===== src/rtl/rv_bits_remove_pipe.sv =====
// rv_bits_remove_pipe: two-stage valid/ready pipeline that removes a runtime
// field [pos, pos+size) from an N-bit word, shifts the upper bits down and
// fills the freed MSBs with zeros (FILL_MODE=0) or the result's top valid bit
// (FILL_MODE=1). Out-of-range requests are clamped and flagged on out_err.
// Optional macro RV_BITS_REMOVE_CAPTURE_EN adds out_field, the removed field
// right-aligned, carried with the same latency and stall behaviour.
module rv_bits_remove_pipe #(
   parameter int N         = 32,
   parameter int TAG_W     = 4,
   parameter int FILL_MODE = 0,
   parameter int PW        = $clog2(N + 1)
) (
   input  logic             clk,
   input  logic             reset,
   input  logic             in_valid,
   output logic             in_ready,
   input  logic [N-1:0]     in_data,
   input  logic [PW-1:0]    in_pos,
   input  logic [PW-1:0]    in_size,
   input  logic [TAG_W-1:0] in_tag,
   output logic             out_valid,
   input  logic             out_ready,
   output logic [N-1:0]     out_data,
   output logic [PW-1:0]    out_len,
   output logic             out_err,
   output logic [TAG_W-1:0] out_tag
`ifdef RV_BITS_REMOVE_CAPTURE_EN
   ,
   output logic [N-1:0]     out_field
`endif
);

   localparam logic [PW-1:0] N_PW   = PW'(N);
   localparam logic [PW:0]   N_PW1  = (PW + 1)'(N);
   localparam logic [PW-1:0] ONE_PW = PW'(1);
   localparam logic [N-1:0]  ONES   = {N{1'b1}};
   localparam logic [N-1:0]  BIT0   = {{(N-1){1'b0}}, 1'b1};

   // Stage-1 combinational clamp/split results
   logic [PW-1:0] pos_c_s, room_s, size_eff_s, len_s;
   logic [PW:0]   sum_s, shamt_s;
   logic          err_s;
   logic [N-1:0]  low_s, high_s;
   // Handshake
   logic          s1_adv_s, s2_adv_s;
   // Stage-1 registers
   logic             s1_valid_q, s1_valid_d;
   logic [N-1:0]     s1_low_q, s1_low_d, s1_high_q, s1_high_d;
   logic [PW-1:0]    s1_pos_q, s1_pos_d, s1_len_q, s1_len_d;
   logic             s1_err_q, s1_err_d;
   logic [TAG_W-1:0] s1_tag_q, s1_tag_d;
   // Stage-2 merge and registers (these drive the out_* ports)
   logic [N-1:0]     merged_s, hi_mask_s, filled_s;
   logic             fill_bit_s;
   logic             s2_valid_q, s2_valid_d;
   logic [N-1:0]     s2_data_q, s2_data_d;
   logic [PW-1:0]    s2_len_q, s2_len_d;
   logic             s2_err_q, s2_err_d;
   logic [TAG_W-1:0] s2_tag_q, s2_tag_d;
`ifdef RV_BITS_REMOVE_CAPTURE_EN
   logic [N-1:0]     field_s, s1_field_q, s1_field_d, s2_field_q, s2_field_d;
`endif

   // Stage 1: clamp position/size, flag range errors, split word around field
   always_comb begin
      pos_c_s    = (in_pos > N_PW) ? N_PW : in_pos;
      room_s     = N_PW - pos_c_s;
      size_eff_s = (in_size > room_s) ? room_s : in_size;
      sum_s      = {1'b0, in_pos} + {1'b0, in_size};
      err_s      = (in_pos > N_PW) || (sum_s > N_PW1);
      shamt_s    = {1'b0, pos_c_s} + {1'b0, size_eff_s};
      low_s      = in_data & ~(ONES << pos_c_s);
      high_s     = in_data >> shamt_s;
      len_s      = N_PW - size_eff_s;
`ifdef RV_BITS_REMOVE_CAPTURE_EN
      field_s    = (in_data >> pos_c_s) & ~(ONES << size_eff_s);
`endif
   end

   // Handshake: a stage advances when its successor can take its content
   always_comb begin
      s2_adv_s = !s2_valid_q || out_ready;
      s1_adv_s = !s1_valid_q || s2_adv_s;
      in_ready = s1_adv_s;
   end

   // Stage-1 next state: load a new request when advancing, otherwise hold
   always_comb begin
      s1_valid_d = s1_valid_q;
      s1_low_d   = s1_low_q;
      s1_high_d  = s1_high_q;
      s1_pos_d   = s1_pos_q;
      s1_len_d   = s1_len_q;
      s1_err_d   = s1_err_q;
      s1_tag_d   = s1_tag_q;
`ifdef RV_BITS_REMOVE_CAPTURE_EN
      s1_field_d = s1_field_q;
`endif
      if (s1_adv_s) begin
         s1_valid_d = in_valid;
         if (in_valid) begin
            s1_low_d   = low_s;
            s1_high_d  = high_s;
            s1_pos_d   = pos_c_s;
            s1_len_d   = len_s;
            s1_err_d   = err_s;
            s1_tag_d   = in_tag;
`ifdef RV_BITS_REMOVE_CAPTURE_EN
            s1_field_d = field_s;
`endif
         end else begin
            s1_tag_d   = s1_tag_q;
         end
      end else begin
         s1_valid_d = s1_valid_q;
      end
   end

   // Stage 2 merge: close the gap, then apply the optional sign-style fill
   always_comb begin
      merged_s   = s1_low_q | (s1_high_q << s1_pos_q);
      hi_mask_s  = ONES << s1_len_q;
      fill_bit_s = |(merged_s & (BIT0 << (s1_len_q - ONE_PW)));
      if ((FILL_MODE == 1) && (s1_len_q != '0) && (s1_len_q < N_PW)) begin
         filled_s = fill_bit_s ? (merged_s | hi_mask_s) : (merged_s & ~hi_mask_s);
      end else begin
         filled_s = merged_s;
      end
   end

   // Stage-2 next state: take stage 1 when advancing, otherwise hold outputs
   always_comb begin
      s2_valid_d = s2_valid_q;
      s2_data_d  = s2_data_q;
      s2_len_d   = s2_len_q;
      s2_err_d   = s2_err_q;
      s2_tag_d   = s2_tag_q;
`ifdef RV_BITS_REMOVE_CAPTURE_EN
      s2_field_d = s2_field_q;
`endif
      if (s2_adv_s) begin
         s2_valid_d = s1_valid_q;
         if (s1_valid_q) begin
            s2_data_d  = filled_s;
            s2_len_d   = s1_len_q;
            s2_err_d   = s1_err_q;
            s2_tag_d   = s1_tag_q;
`ifdef RV_BITS_REMOVE_CAPTURE_EN
            s2_field_d = s1_field_q;
`endif
         end else begin
            s2_tag_d   = s2_tag_q;
         end
      end else begin
         s2_valid_d = s2_valid_q;
      end
   end

   // Pipeline registers; reset drops everything in flight and zeroes outputs
   always_ff @(posedge clk or posedge reset) begin
      if (reset) begin
         s1_valid_q <= 1'b0;
         s1_low_q   <= '0;
         s1_high_q  <= '0;
         s1_pos_q   <= '0;
         s1_len_q   <= '0;
         s1_err_q   <= 1'b0;
         s1_tag_q   <= '0;
         s2_valid_q <= 1'b0;
         s2_data_q  <= '0;
         s2_len_q   <= '0;
         s2_err_q   <= 1'b0;
         s2_tag_q   <= '0;
`ifdef RV_BITS_REMOVE_CAPTURE_EN
         s1_field_q <= '0;
         s2_field_q <= '0;
`endif
      end else begin
         s1_valid_q <= s1_valid_d;
         s1_low_q   <= s1_low_d;
         s1_high_q  <= s1_high_d;
         s1_pos_q   <= s1_pos_d;
         s1_len_q   <= s1_len_d;
         s1_err_q   <= s1_err_d;
         s1_tag_q   <= s1_tag_d;
         s2_valid_q <= s2_valid_d;
         s2_data_q  <= s2_data_d;
         s2_len_q   <= s2_len_d;
         s2_err_q   <= s2_err_d;
         s2_tag_q   <= s2_tag_d;
`ifdef RV_BITS_REMOVE_CAPTURE_EN
         s1_field_q <= s1_field_d;
         s2_field_q <= s2_field_d;
`endif
      end
   end

   assign out_valid = s2_valid_q;
   assign out_data  = s2_data_q;
   assign out_len   = s2_len_q;
   assign out_err   = s2_err_q;
   assign out_tag   = s2_tag_q;
`ifdef RV_BITS_REMOVE_CAPTURE_EN
   assign out_field = s2_field_q;
`endif

endmodule


===== config.mk =====
export PLATFORM = sky130hd
export DESIGN_NAME = rv_bits_remove_pipe
export DESIGN_NICKNAME = d
export VERILOG_FILES = /design/src/rtl/rv_bits_remove_pipe.sv
export SDC_FILE = /design/constraint.sdc
export NUM_CORES = 1
export LEC_CHECK = 0
export BUFFER_PORTS_ARGS = -buffer_cell sky130_fd_sc_hd__buf_4
export CORE_ASPECT_RATIO = 0.9
export CORE_MARGIN = 2
export CORE_UTILIZATION = 59
export CTS_CLUSTER_SIZE = 20
export DETAILED_ROUTE_END_ITERATION = 10
export PLACE_DENSITY = 0.8
export SKIP_LAST_GASP = 1
export SLEW_MARGIN = 25
export SYNTH_ARGS = -nofsm -noshare
export SYNTH_HDL_FRONTEND = slang
export SYNTH_SLANG_ARGS = --single-unit

===== constraint.sdc =====
create_clock -name clk -period 8.9 [get_ports clk]
set_input_delay 1.78 -clock clk [delete_from_list [all_inputs] [get_ports clk]]
set_output_delay 1.78 -clock clk [all_outputs]
set_load 0.05 [all_outputs]

==> run metrics, run 1 <==
CP Capture Type=flop; internal power=0.001560 W; Final setup violation count=0; CP delay by family, top=adder cells; mean cell area of the mapped netlist=8.732 µm²; fin crit period=7.110 ns; crit path from=in_pos[1]; Net Count, Synth=1110; initial DRC count=1298; setup_tns=0 ns; FILL cells=1176; antenna diode instance count=0; Slew HR=29.24%; synth unique cells=62; DRT antenna net count=0; # H-tree levels=4; GRT Total Usage=34.53%; CTS Buf Count=17; first-pass GRT wire length=43060 µm; most frequent cells in the layout=nand2_1 (209), dfrtp_1 (125), buf_4 (103), o21ai_0 (76), mux2i_1 (61); number of detailed-route iterations in the first pass=8; Sw Ratio=42.87%; Hold Buf Count CTS=0; row cnt=42; peak supply drop=158.9 µV; Synth async-reset ratio=100.0%; status=finished clean; Seq/Total Area, Yosys=34.99%; Hold Path Class=flop to flop; initial antenna violation count=1; Crit Path Max Fanout=39; Root Buffer Master=clkbuf_16; P_sw=0.001171 W; commonest non-fill, non-tap cell in the layout=nand2_1; Reg2Reg Launch Point=s1_pos_q[0]; Worst R2R Path Depth=5; post-layout net count=1156; Placeable Area=14820 µm²; Area after DPL=9709 µm²; clock buffer depth=2; clock skew=0.009299 ns; Most used DFF post-synth=dfrtp_1; Mapped Area=9011 µm²; Avg WL per Cell=20.74 µm; post_cts resized=0; Overflow after GRT=0; #FFs+latches synth=126; CP arrival=7.41 ns; Post CTS Setup Buffer Count=0; vias in the first global route=7850; Worst-path clk slew=0.06 ns; pwr dens=264.8 nW/µm²; hold_sp=s1_tag_q[0]; Via density=6.573; Final Cell Area=10310 µm²; Req. time, crit path=9.20 ns; worst path cell trace=buf_4 > inv_1 > nor2_1 > inv_1 > ha_1 > inv_1 > nor4_1 > a221o_1 > ha_1 > nand3_1 > a21o_1 > a21oi_2 > mux2i_1 > inv_1 > ha_1 > inv_1 > fa_2 > mux2_2 > o21ai_0 > mux2i_1 > a31o_1 > a22oi_1 > o21ai_1; share of layout cells above drive strength 1=19.74%; Final Max Slew Viols=0; DRC violations left=0; FF-to-FF End=out_data[30]; Buf+Inv Stages, Crit Path=6; Worst path most repeated cell=inv_1; area grow syn2layout=14.43%; max cap viols=0; Max Clk Rate=0.1407 GHz; Die H=121.2 µm; Crit Path Category=input port to flop; Sink Count=126; EDFF count, synth=0; Port Buf Inserts=96; slowest stage delay, CP=1.22 ns; P_leak=4.644 nW; Die Wd=134.3 µm; Final period util=79.89%; die area=16280 µm²; final hold viol count=0; Slew @ Worst Pin=1.032 ns; RePlAce Congestion=1.024; Post-Synthesis Cells=1032; via count=8460; largest net degree at the start of global routing=110; Clock power frac=25.0%; Reg power frac=30.2%; warnings from Yosys=0; CP max-delay cell=fa_2; combinational share of power=44.8%; CP Launch Type=input port; IO Count=97; RSZ-0062 raised after global routing=false; Final Core Density=69.58%; Routed WL=26690 µm; initial core utilization=60.81%; Clk Latency, worst-skew pair=0.42 ns; CTS tree=yes; hold path depth=2; WHS Endpoint=s1_tag_q[0]; r2r setup slk=6.18 ns; Final HPWL DP=19690 µm
## area by class of cell
type | count | area, µm² | share of cell area [%]
Inverter | 26 | 100.1 | 0.9708
Timing Repair Buffer | 104 | 784.5 | 7.608
Tap cell | 198 | 247.7 | 2.403
Clock inverter | 12 | 137.6 | 1.335
Multi-Input combinational cell | 803 | 5448 | 52.83
Sequential cell | 126 | 3154 | 30.59
Clock buffer | 18 | 439.2 | 4.259
## power by group through the flow
stage	Combinational, W	Clock (W)	Sequential [W]
after global routing	0.00132	0.000711	0.000841
after floorplan	0.000706	0	0.000982
final	0.00122	0.000683	0.000824
after global placement	0.00118	0	0.000823
after CTS	0.00120	0.000684	0.000820
after detailed placement	0.00119	0	0.000830
## worst max-delay path by stage
stage                     to  cells past startpoint
6_report        s1_high_q[4]                     23
5_1_grt         s1_high_q[4]                     24
4_1_cts         s1_high_q[4]                     23
3_5_place_dp    s1_high_q[9]                     23
3_3_place_gp    s1_high_q[4]                     23
2_1_floorplan  s1_high_q[11]                     21
## Yosys cell counts, drive strengths merged, types with 3 or more instances
cell type | instances | area share [%]
nor2 | 54 | 2.2
inv | 24 | 1.0
and2 | 6 | 0.42
or3 | 3 | 0.21
a31oi | 13 | 0.90
a221oi | 9 | 0.87
nand3b | 5 | 0.42
nor2b | 7 | 0.49
nor3 | 22 | 1.2
o211ai | 14 | 1.2
ha | 24 | 3.3
a21o | 10 | 0.83
mux2 | 32 | 4.0
nor3b | 3 | 0.25
o31ai | 3 | 0.25
a211oi | 26 | 2.2
a22oi | 3 | 0.25
a21oi | 63 | 3.6
xnor2 | 4 | 0.47
o21ai | 114 | 6.3
clkbuf | 39 | 1.6
a32o | 3 | 0.33
o311ai | 7 | 0.68
and3 | 4 | 0.28
nand3 | 23 | 1.3
buf | 38 | 2.4
xor2 | 6 | 0.75
dfrtp | 126 | 35
mux4 | 30 | 7.5
or2 | 4 | 0.28
nand2 | 212 | 8.9
nand2b | 7 | 0.49
a22o | 8 | 0.78
nor4 | 4 | 0.28
mux2i | 62 | 6.9
## state kept, by name (all words and copies together) (netlist names)
| name | count |
|---|---|
| out_data | 32 |
| out_err | 1 |
| out_len | 6 |
| out_tag | 4 |
| out_valid | 1 |
| s1_err_q | 1 |
| s1_high_q | 32 |
| s1_len_q | 6 |
| s1_low_q | 32 |
| s1_pos_q | 6 |
| s1_tag_q | 4 |
| s1_valid_q | 1 |
## kinds of logic (layout without fill, tap and decap cells)
family	after synthesis	in the layout	share of synthesized area (%)
AOI/OAI and AO/OA	287	287	19.52
buffers and inverters	103	160	5.137
adders and majority gates	26	26	3.777
and+or+nand+nor	356	356	16.88
DFF	126	126	34.99
muxes	124	124	18.47
xor gates and xnor gates	10	10	1.222
## layer usage
| layer | vias up | GRT usage [%] | routed length, µm |
|---|---|---|---|
| met2 | 534 | 51.69 | 11920 |
| met4 | 2 | 10.72 | 695 |
| li1 | 3827 | - | - |
| met3 | 64 | 10.11 | 3367 |
| met5 | - | 0 | 13 |
| met1 | 4033 | 48.77 | 10690 |
## tightest hold or removal path, delay by kind of cell, from the launching register on
family	cells	cell delay [ns]
flops	1	0.34
simple gates	2	0.11
## per-stage QoR
step	std cells	hold slack [ns]	setup WS, ns	power (W)
after CTS	1287	0.4752	1.942	0.002707
after floorplan	1032	0.4390	2.670	0.001689
after global routing	1287	0.4987	1.442	0.002868
after detailed placement	1257	0.4586	1.586	0.002024
final	1287	0.4768	1.790	0.002731
after global placement	1257	0.4505	1.770	0.002000
Power figures use the tool's default switching activity.
==> inputs of run 2 (changes only) <==
Settings changed: ABC_AREA set to 1.
Clock period 8.9 ns to 7.3 ns, I/O delays scaled along.
==> run 2 against run 1 <==
Register-to-register slack got worse by 1.4 ns. Clock power grew 34%. Largest power group unchanged. Largest cell class unchanged. Final cell count rose by 27%. Critical path depth increased by 4. Global-route usage up 3.4 points. Clock skew fell by 0.0018 ns. First-iteration DRC count rose by 13%. Combinational power increased by 61%. Critical endpoint is now s1_high_q[0].
==> run metrics, run 2 <==
hold path depth=2 (unchanged); IO Count=97 (unchanged); Overflow after GRT=0 (unchanged); CTS tree=yes; clock skew=0.007509 ns (-0.001790 ns); CP Capture Type=flop; Most Used Layer, Global Route=met2; setup_tns=0 ns (unchanged); vias in the first global route=8931 (+14%); Die H=122.1 µm (+0.72%); warnings from Yosys=0 (unchanged); Seq/Total Area, Yosys=34.48% (-0.51 points); Port Buf Inserts=96 (unchanged); M2 GR Usage=57.30% (+5.6 points); peak supply drop=242.1 µV (+52%); Layout Cells excl Fill=1633 (+27%); Reg2Reg Launch Point=s1_pos_q[2]; DRT antenna net count=0 (unchanged); initial antenna violation count=0 (-1); Routed WL=30870 µm (+16%); M3 GR Usage=7.782% (-2.3 points); Avg WL per Cell=18.90 µm (-8.8%); # H-tree levels=4 (unchanged); WHS Endpoint=s1_len_q[1]; GRT Total Usage=37.95% (+3.4 points); commonest non-fill, non-tap cell in the layout=nand2_1; hold_sp=s1_len_q[1]; Slew @ Worst Pin=0.9665 ns (-0.06539 ns); DRC violations left=0 (unchanged); Final Max Slew Viols=0 (unchanged); final worst setup slack=1.389 ns (-0.4014 ns); pwr dens=369.7 nW/µm² (+40%); status=finished clean; via count=9996 (+18%); mean cell area of the mapped netlist=6.680 µm² (-23%); clock buffer depth=2 (unchanged); antenna diode instance count=0 (unchanged); RePlAce Congestion=1.007 (-1.7%); Post-Synthesis Cells=1369 (+33%); CP Launch Type=input port; Net Count, Synth=1447 (+30%); Req. time, crit path=7.60 ns (-1.60 ns); Final setup violation count=0 (unchanged); die area=16510 µm² (+1.4%); synth top area cells=dfrtp_1 (34%), nand2_1 (17%), nand3_1 (13%); Most used DFF post-synth=dfrtp_1; Max Clk Rate=0.1692 GHz; max cap viols=0 (unchanged); area grow syn2layout=15.24%; Hold Path Class=flop to flop; Worst R2R Path Depth=8 (+3); most frequent cells in the layout=nand2_1 (425), nand3_1 (232), dfrtp_1 (126), o21ai_0 (124), buf_4 (113); CTS Buf Count=17 (unchanged); RSZ-0062 raised after global routing=false; post-layout net count=1497 (+29%); Mapped Area=9145 µm² (+1.5%); most frequent cell after synthesis=nand2_1; Worst-path clk slew=0.06 ns (about the same); CP max-delay cell=inv_1; P_leak=5.264 nW (+13%); number of detailed-route iterations in the first pass=8 (unchanged); Placeable Area=15280 µm² (+3.1%); Via density=6.121 (-6.9%); #FFs+latches synth=126 (unchanged); Post CTS Setup Buffer Count=0 (unchanged); met1 usage=55.43% (+6.7 points); Synth async-reset ratio=100.0% (unchanged); first-pass GRT wire length=48090 µm (+12%); Root Buffer Master=clkbuf_16; Crit Path Category=input port to flop; initial DRC count=1462 (+13%); final hold viol count=0 (unchanged); Final period util=80.98%; EDFF count, synth=0 (unchanged); Placed Cells=1602 (+27%); synth unique cells=40 (-35%); FILL cells=1353 (+15%); pre-CTS setup slack=1.023 ns (-0.5625 ns); Sink Count=126 (unchanged); Die Wd=135.2 µm (+0.72%); CP arrival=6.21 ns (-1.20 ns); fin crit period=5.911 ns; Crit Path Max Fanout=27 (-31%); share of layout cells above drive strength 1=12.44% (-7.3 points); Hold Buf Count CTS=0 (unchanged); slowest stage delay, CP=0.66 ns (-0.56 ns); Final HPWL DP=22650 µm (+15%); row cnt=43 (+2.4%); area leader, netlist=dfrtp_1; r2r setup slk=4.75 ns (-1.43 ns); FF-to-FF End=out_data[30]; post_cts resized=0 (unchanged); largest net degree at the start of global routing=78 (-29%); Slew HR=35.49% (+6.3 points); initial core utilization=59.85% (-0.96 points); Clk Latency, worst-skew pair=0.42 ns (about the same); most frequent cells after synthesis=nand2_1 (426), nand3_1 (232), dfrtp_1 (126), o21ai_0 (124), nor2_1 (89); share of the synthesized area in the top cell type=34.48% (-0.51 points); Final Core Density=68.97% (-0.61 points)
[run 2: power by group]
part           switching [W]  total [W]  leakage, nW  internal [W]
Combinational        0.00138    0.00196         3.39      0.000577
Sequential          0.000132    0.00103         1.57      0.000895
Clock               0.000322   0.000912        0.298      0.000590
Total                0.00183    0.00390         5.26       0.00206
[run 2: how the worst max path moves through the flow]
stage | depth (start not counted) | slack [ns] | startpoint | to
floorplan | 23 | 2.09 | in_pos[5] | s1_high_q[14]
global placement | 26 | 1.17 | in_pos[5] | s1_high_q[0]
detailed placement | 27 | 1.02 | in_pos[5] | s1_high_q[0]
CTS | 27 | 1.45 | in_pos[5] | s1_high_q[0]
global route | 27 | 0.87 | in_pos[5] | s1_high_q[0]
finish | 27 | 1.39 | in_pos[5] | s1_high_q[0]
[run 2: per-stage QoR]
step	power [W]	hold WS, ns	instance area, µm²
final	0.003896	0.4780	10540
after global routing	0.004119	0.5087	10540
after CTS	0.003860	0.4811	10540
after detailed placement	0.002937	0.4630	9897
after global placement	0.002916	0.4526	9894
after floorplan	0.002390	0.4422	9145
[run 2: layout make-up]
class	count	area [µm²]	area share, %
sequential	126	3153	29.92
inverter	97	366.6	3.479
tap	202	252.7	2.398
clock inverter	12	185.2	1.757
multi-input combinational	1063	5269	49.99
clock buffer	19	452.9	4.298
timing repair buffer	114	859.6	8.156
[run 2: worst max-delay path, delay by kind of cell]
family,cells,cell delay (ns)
AND/OR/NAND/NOR,11,1.25
adder cells (fa/ha/maj),4,1.28
AO/OA/AOI/OAI,6,0.91
buffers and inverters,5,1.10
XOR/XNOR,1,0.20
[run 2: per-layer routing]
| layer | up-vias | share of wire, % |
|---|---|---|
| li1 | 4678 | - |
| met1 | 4615 | 42 |
| met2 | 627 | 44 |
| met3 | 76 | 11 |
| met4 | 0 | 2.1 |
| met5 | - | 0 |
[run 2: kinds of logic (layout without fill, tap and decap cells)]
family	after synthesis	count (layout)	synth area share [%]
buffers and inverters	180	242	8.154
AO/OA/AOI/OAI	233	233	14.72
multiplexers	14	14	1.532
AND/OR/NAND/NOR	779	779	36.17
flip-flops	126	126	34.48
adder cells (fa/ha/maj)	26	26	3.721
XOR/XNOR	11	11	1.218
==> inputs of run 3 (changes only) <==
Clock period 7.3 ns to 5.5 ns, I/O delays scaled along.
==> run 3 against run 2 <==
Hold slack worse by 0.0031 ns. First-iteration DRC count up 0.62%. Largest cell class unchanged. Critical path depth down 3. Count of clock-buffer cells in the layout down 1. Die area unchanged. Sequential share of layout area down 0.35 points. Flip-flop and latch count unchanged. Largest power group unchanged. Critical endpoint is now s1_high_q[2]. Wire length up 0.81%. Global-route usage up 0.18 points. Clock power up 26%. Total power up 33%. Core utilization up 0.82 points.
==> run metrics, run 3 (synthesis gave the netlist of run 2 again) <==
initial antenna violation count=0 (unchanged); number of detailed-route iterations in the first pass=6 (-2); post-layout net count=1508 (+0.73%); pwr dens=486.0 nW/µm² (+31%); clock skew=0.008845 ns (+0.001336 ns); Slew HR=40.35% (+4.9 points); pre-CTS setup slack=0.1109 ns (-0.9122 ns); clock buffer depth=2 (unchanged); RePlAce Congestion=1.001 (-0.65%); Reg2Reg Launch Point=s1_pos_q[2]; final hold viol count=0 (unchanged); Max Clk Rate=0.1951 GHz; Reg power frac=26.4% (about the same); Avg WL per Cell=18.92 µm (about the same); Routed WL=31120 µm (+0.81%); hold path depth=2 (unchanged); Final period util=93.18%; Overflow after GRT=0 (unchanged); max cap viols=0 (unchanged); WHS Endpoint=out_len[0]; P_sw=0.002491 W (+36%); CP Launch Type=input port; DRT antenna net count=0 (unchanged); setup_tns=0 ns (unchanged); peak supply drop=342.2 µV (+41%); Die H=122.1 µm (unchanged); Clk Latency, worst-skew pair=0.41 ns (about the same); P_leak=5.339 nW (+1.4%); antenna diode instance count=0 (unchanged); first-pass GRT wire length=48510 µm (+0.86%); Post CTS Setup Buffer Count=0 (unchanged); DRC violations left=0 (unchanged); hold_sp=s1_len_q[0]; status=finished clean; IO Count=97 (unchanged); Sink Count=126 (unchanged); commonest non-fill, non-tap cell in the layout=nand2_1; Final Core Density=69.79% (+0.82 points); Worst-path clk slew=0.06 ns (about the same); # H-tree levels=4 (unchanged); Crit Path Max Fanout=13 (-52%); via count=9999 (+0.030%); vias in the first global route=8998 (+0.75%); Root Buffer Master=clkbuf_16; largest net degree at the start of global routing=71 (-9.0%); die area=16510 µm² (unchanged); r2r setup slk=2.84 ns (-1.91 ns); combinational share of power=51.4% (+1.2 points); GRT Total Usage=38.13% (+0.18 points); CP arrival=5.42 ns (-0.79 ns); post_cts resized=0 (unchanged); CTS tree=yes; Hold Buf Count CTS=0 (unchanged); initial DRC count=1471 (+0.62%); Req. time, crit path=5.80 ns (-1.80 ns); Die Wd=135.2 µm (unchanged); fin crit period=5.125 ns; Clock power frac=22.3% (-1.1 points); Worst R2R Path Depth=8 (unchanged); CTS Buf Count=17 (unchanged); FF-to-FF End=out_data[30]; CP Capture Type=flop; Via density=6.078 (-0.70%); Slew @ Worst Pin=0.8947 ns (-0.07179 ns); most frequent cells in the layout=nand2_1 (425), nand3_1 (232), dfrtp_1 (126), o21ai_0 (124), buf_4 (119); row cnt=43 (unchanged); Sw Ratio=48.07% (+0.99 points); Crit Path Category=input port to flop; Final Max Slew Viols=0 (unchanged); final worst setup slack=0.3748 ns (-1.014 ns); Final setup violation count=0 (unchanged); initial core utilization=59.85% (unchanged); internal power=0.002691 W (+31%); area grow syn2layout=16.61%; share of layout cells above drive strength 1=13.17% (+0.73 points); RSZ-0062 raised after global routing=false; Final HPWL DP=23060 µm (+1.8%); Port Buf Inserts=96 (unchanged); Placeable Area=15280 µm² (unchanged); Hold Path Class=flop to flop
## run 3: metrics by stage
stage	cell area, µm²	instances	hold slack [ns]	total power (W)
floorplan	9145	1369	0.4422	0.003172
global placement	10050	1613	0.4505	0.003938
detailed placement	10050	1613	0.4578	0.003966
CTS	10660	1645	0.4783	0.005130
global route	10660	1645	0.5051	0.005478
finish	10660	1645	0.4749	0.005183
## run 3: power by group through the flow
stage / clock network, W / registers (W) / logic [W]
2_1_floorplan: 0 / 0.00176 / 0.00141
3_3_place_gp: 0 / 0.00136 / 0.00257
3_5_place_dp: 0 / 0.00137 / 0.00260
4_1_cts: 0.00115 / 0.00136 / 0.00262
5_1_grt: 0.00120 / 0.00139 / 0.00289
6_report: 0.00115 / 0.00137 / 0.00266
## run 3: critical path, stage by stage
cell	delay, ns
buf_4	0.17
inv_2	0.14
nand2_1	0.09
ha_1	0.24
nand3_1	0.10
xor2_1	0.20
inv_1	0.08
ha_1	0.27
nand2_1	0.06
nor2_1	0.13
o21ai_1	0.08
o211ai_1	0.12
nand2_2	0.15
o21ai_1	0.26
ha_1	0.22
inv_1	0.08
fa_1	0.50
o21bai_1	0.25
xnor2_2	0.30
inv_1	0.36
a21oi_1	0.22
nand2_1	0.08
nand3_1	0.13
nand2_1	0.07
## run 3: how the worst max path moves through the flow
stage	start	slack (ns)	cells after the start	endpoint
3_5_place_dp	in_pos[5]	0.11	24	s1_high_q[2]
3_3_place_gp	in_pos[5]	0.15	26	s1_high_q[2]
4_1_cts	in_pos[5]	0.51	24	s1_high_q[2]
6_report	in_pos[5]	0.37	24	s1_high_q[2]
5_1_grt	in_pos[5]	0.009	24	s1_high_q[2]
2_1_floorplan	in_pos[5]	0.65	23	s1_high_q[14]
## run 3: area by class of cell
| class | instances | area (µm²) |
|---|---|---|
| Clock inverter | 14 | 170.2 |
| Multi-Input combinational cell | 1063 | 5269 |
| Tap cell | 202 | 252.7 |
| Timing Repair Buffer | 125 | 1013 |
| Sequential cell | 126 | 3153 |
| Clock buffer | 18 | 439.2 |
| Inverter | 97 | 366.6 |
| Fill cell | 1356 | 4616 |
## run 3: routing by layer
layer / share of wire (%) / GRT usage, %
met1: 43 / 56.91
met2: 42 / 54.82
met3: 11 / 6.825
met4: 3.6 / 15.10
met5: 0 / 0
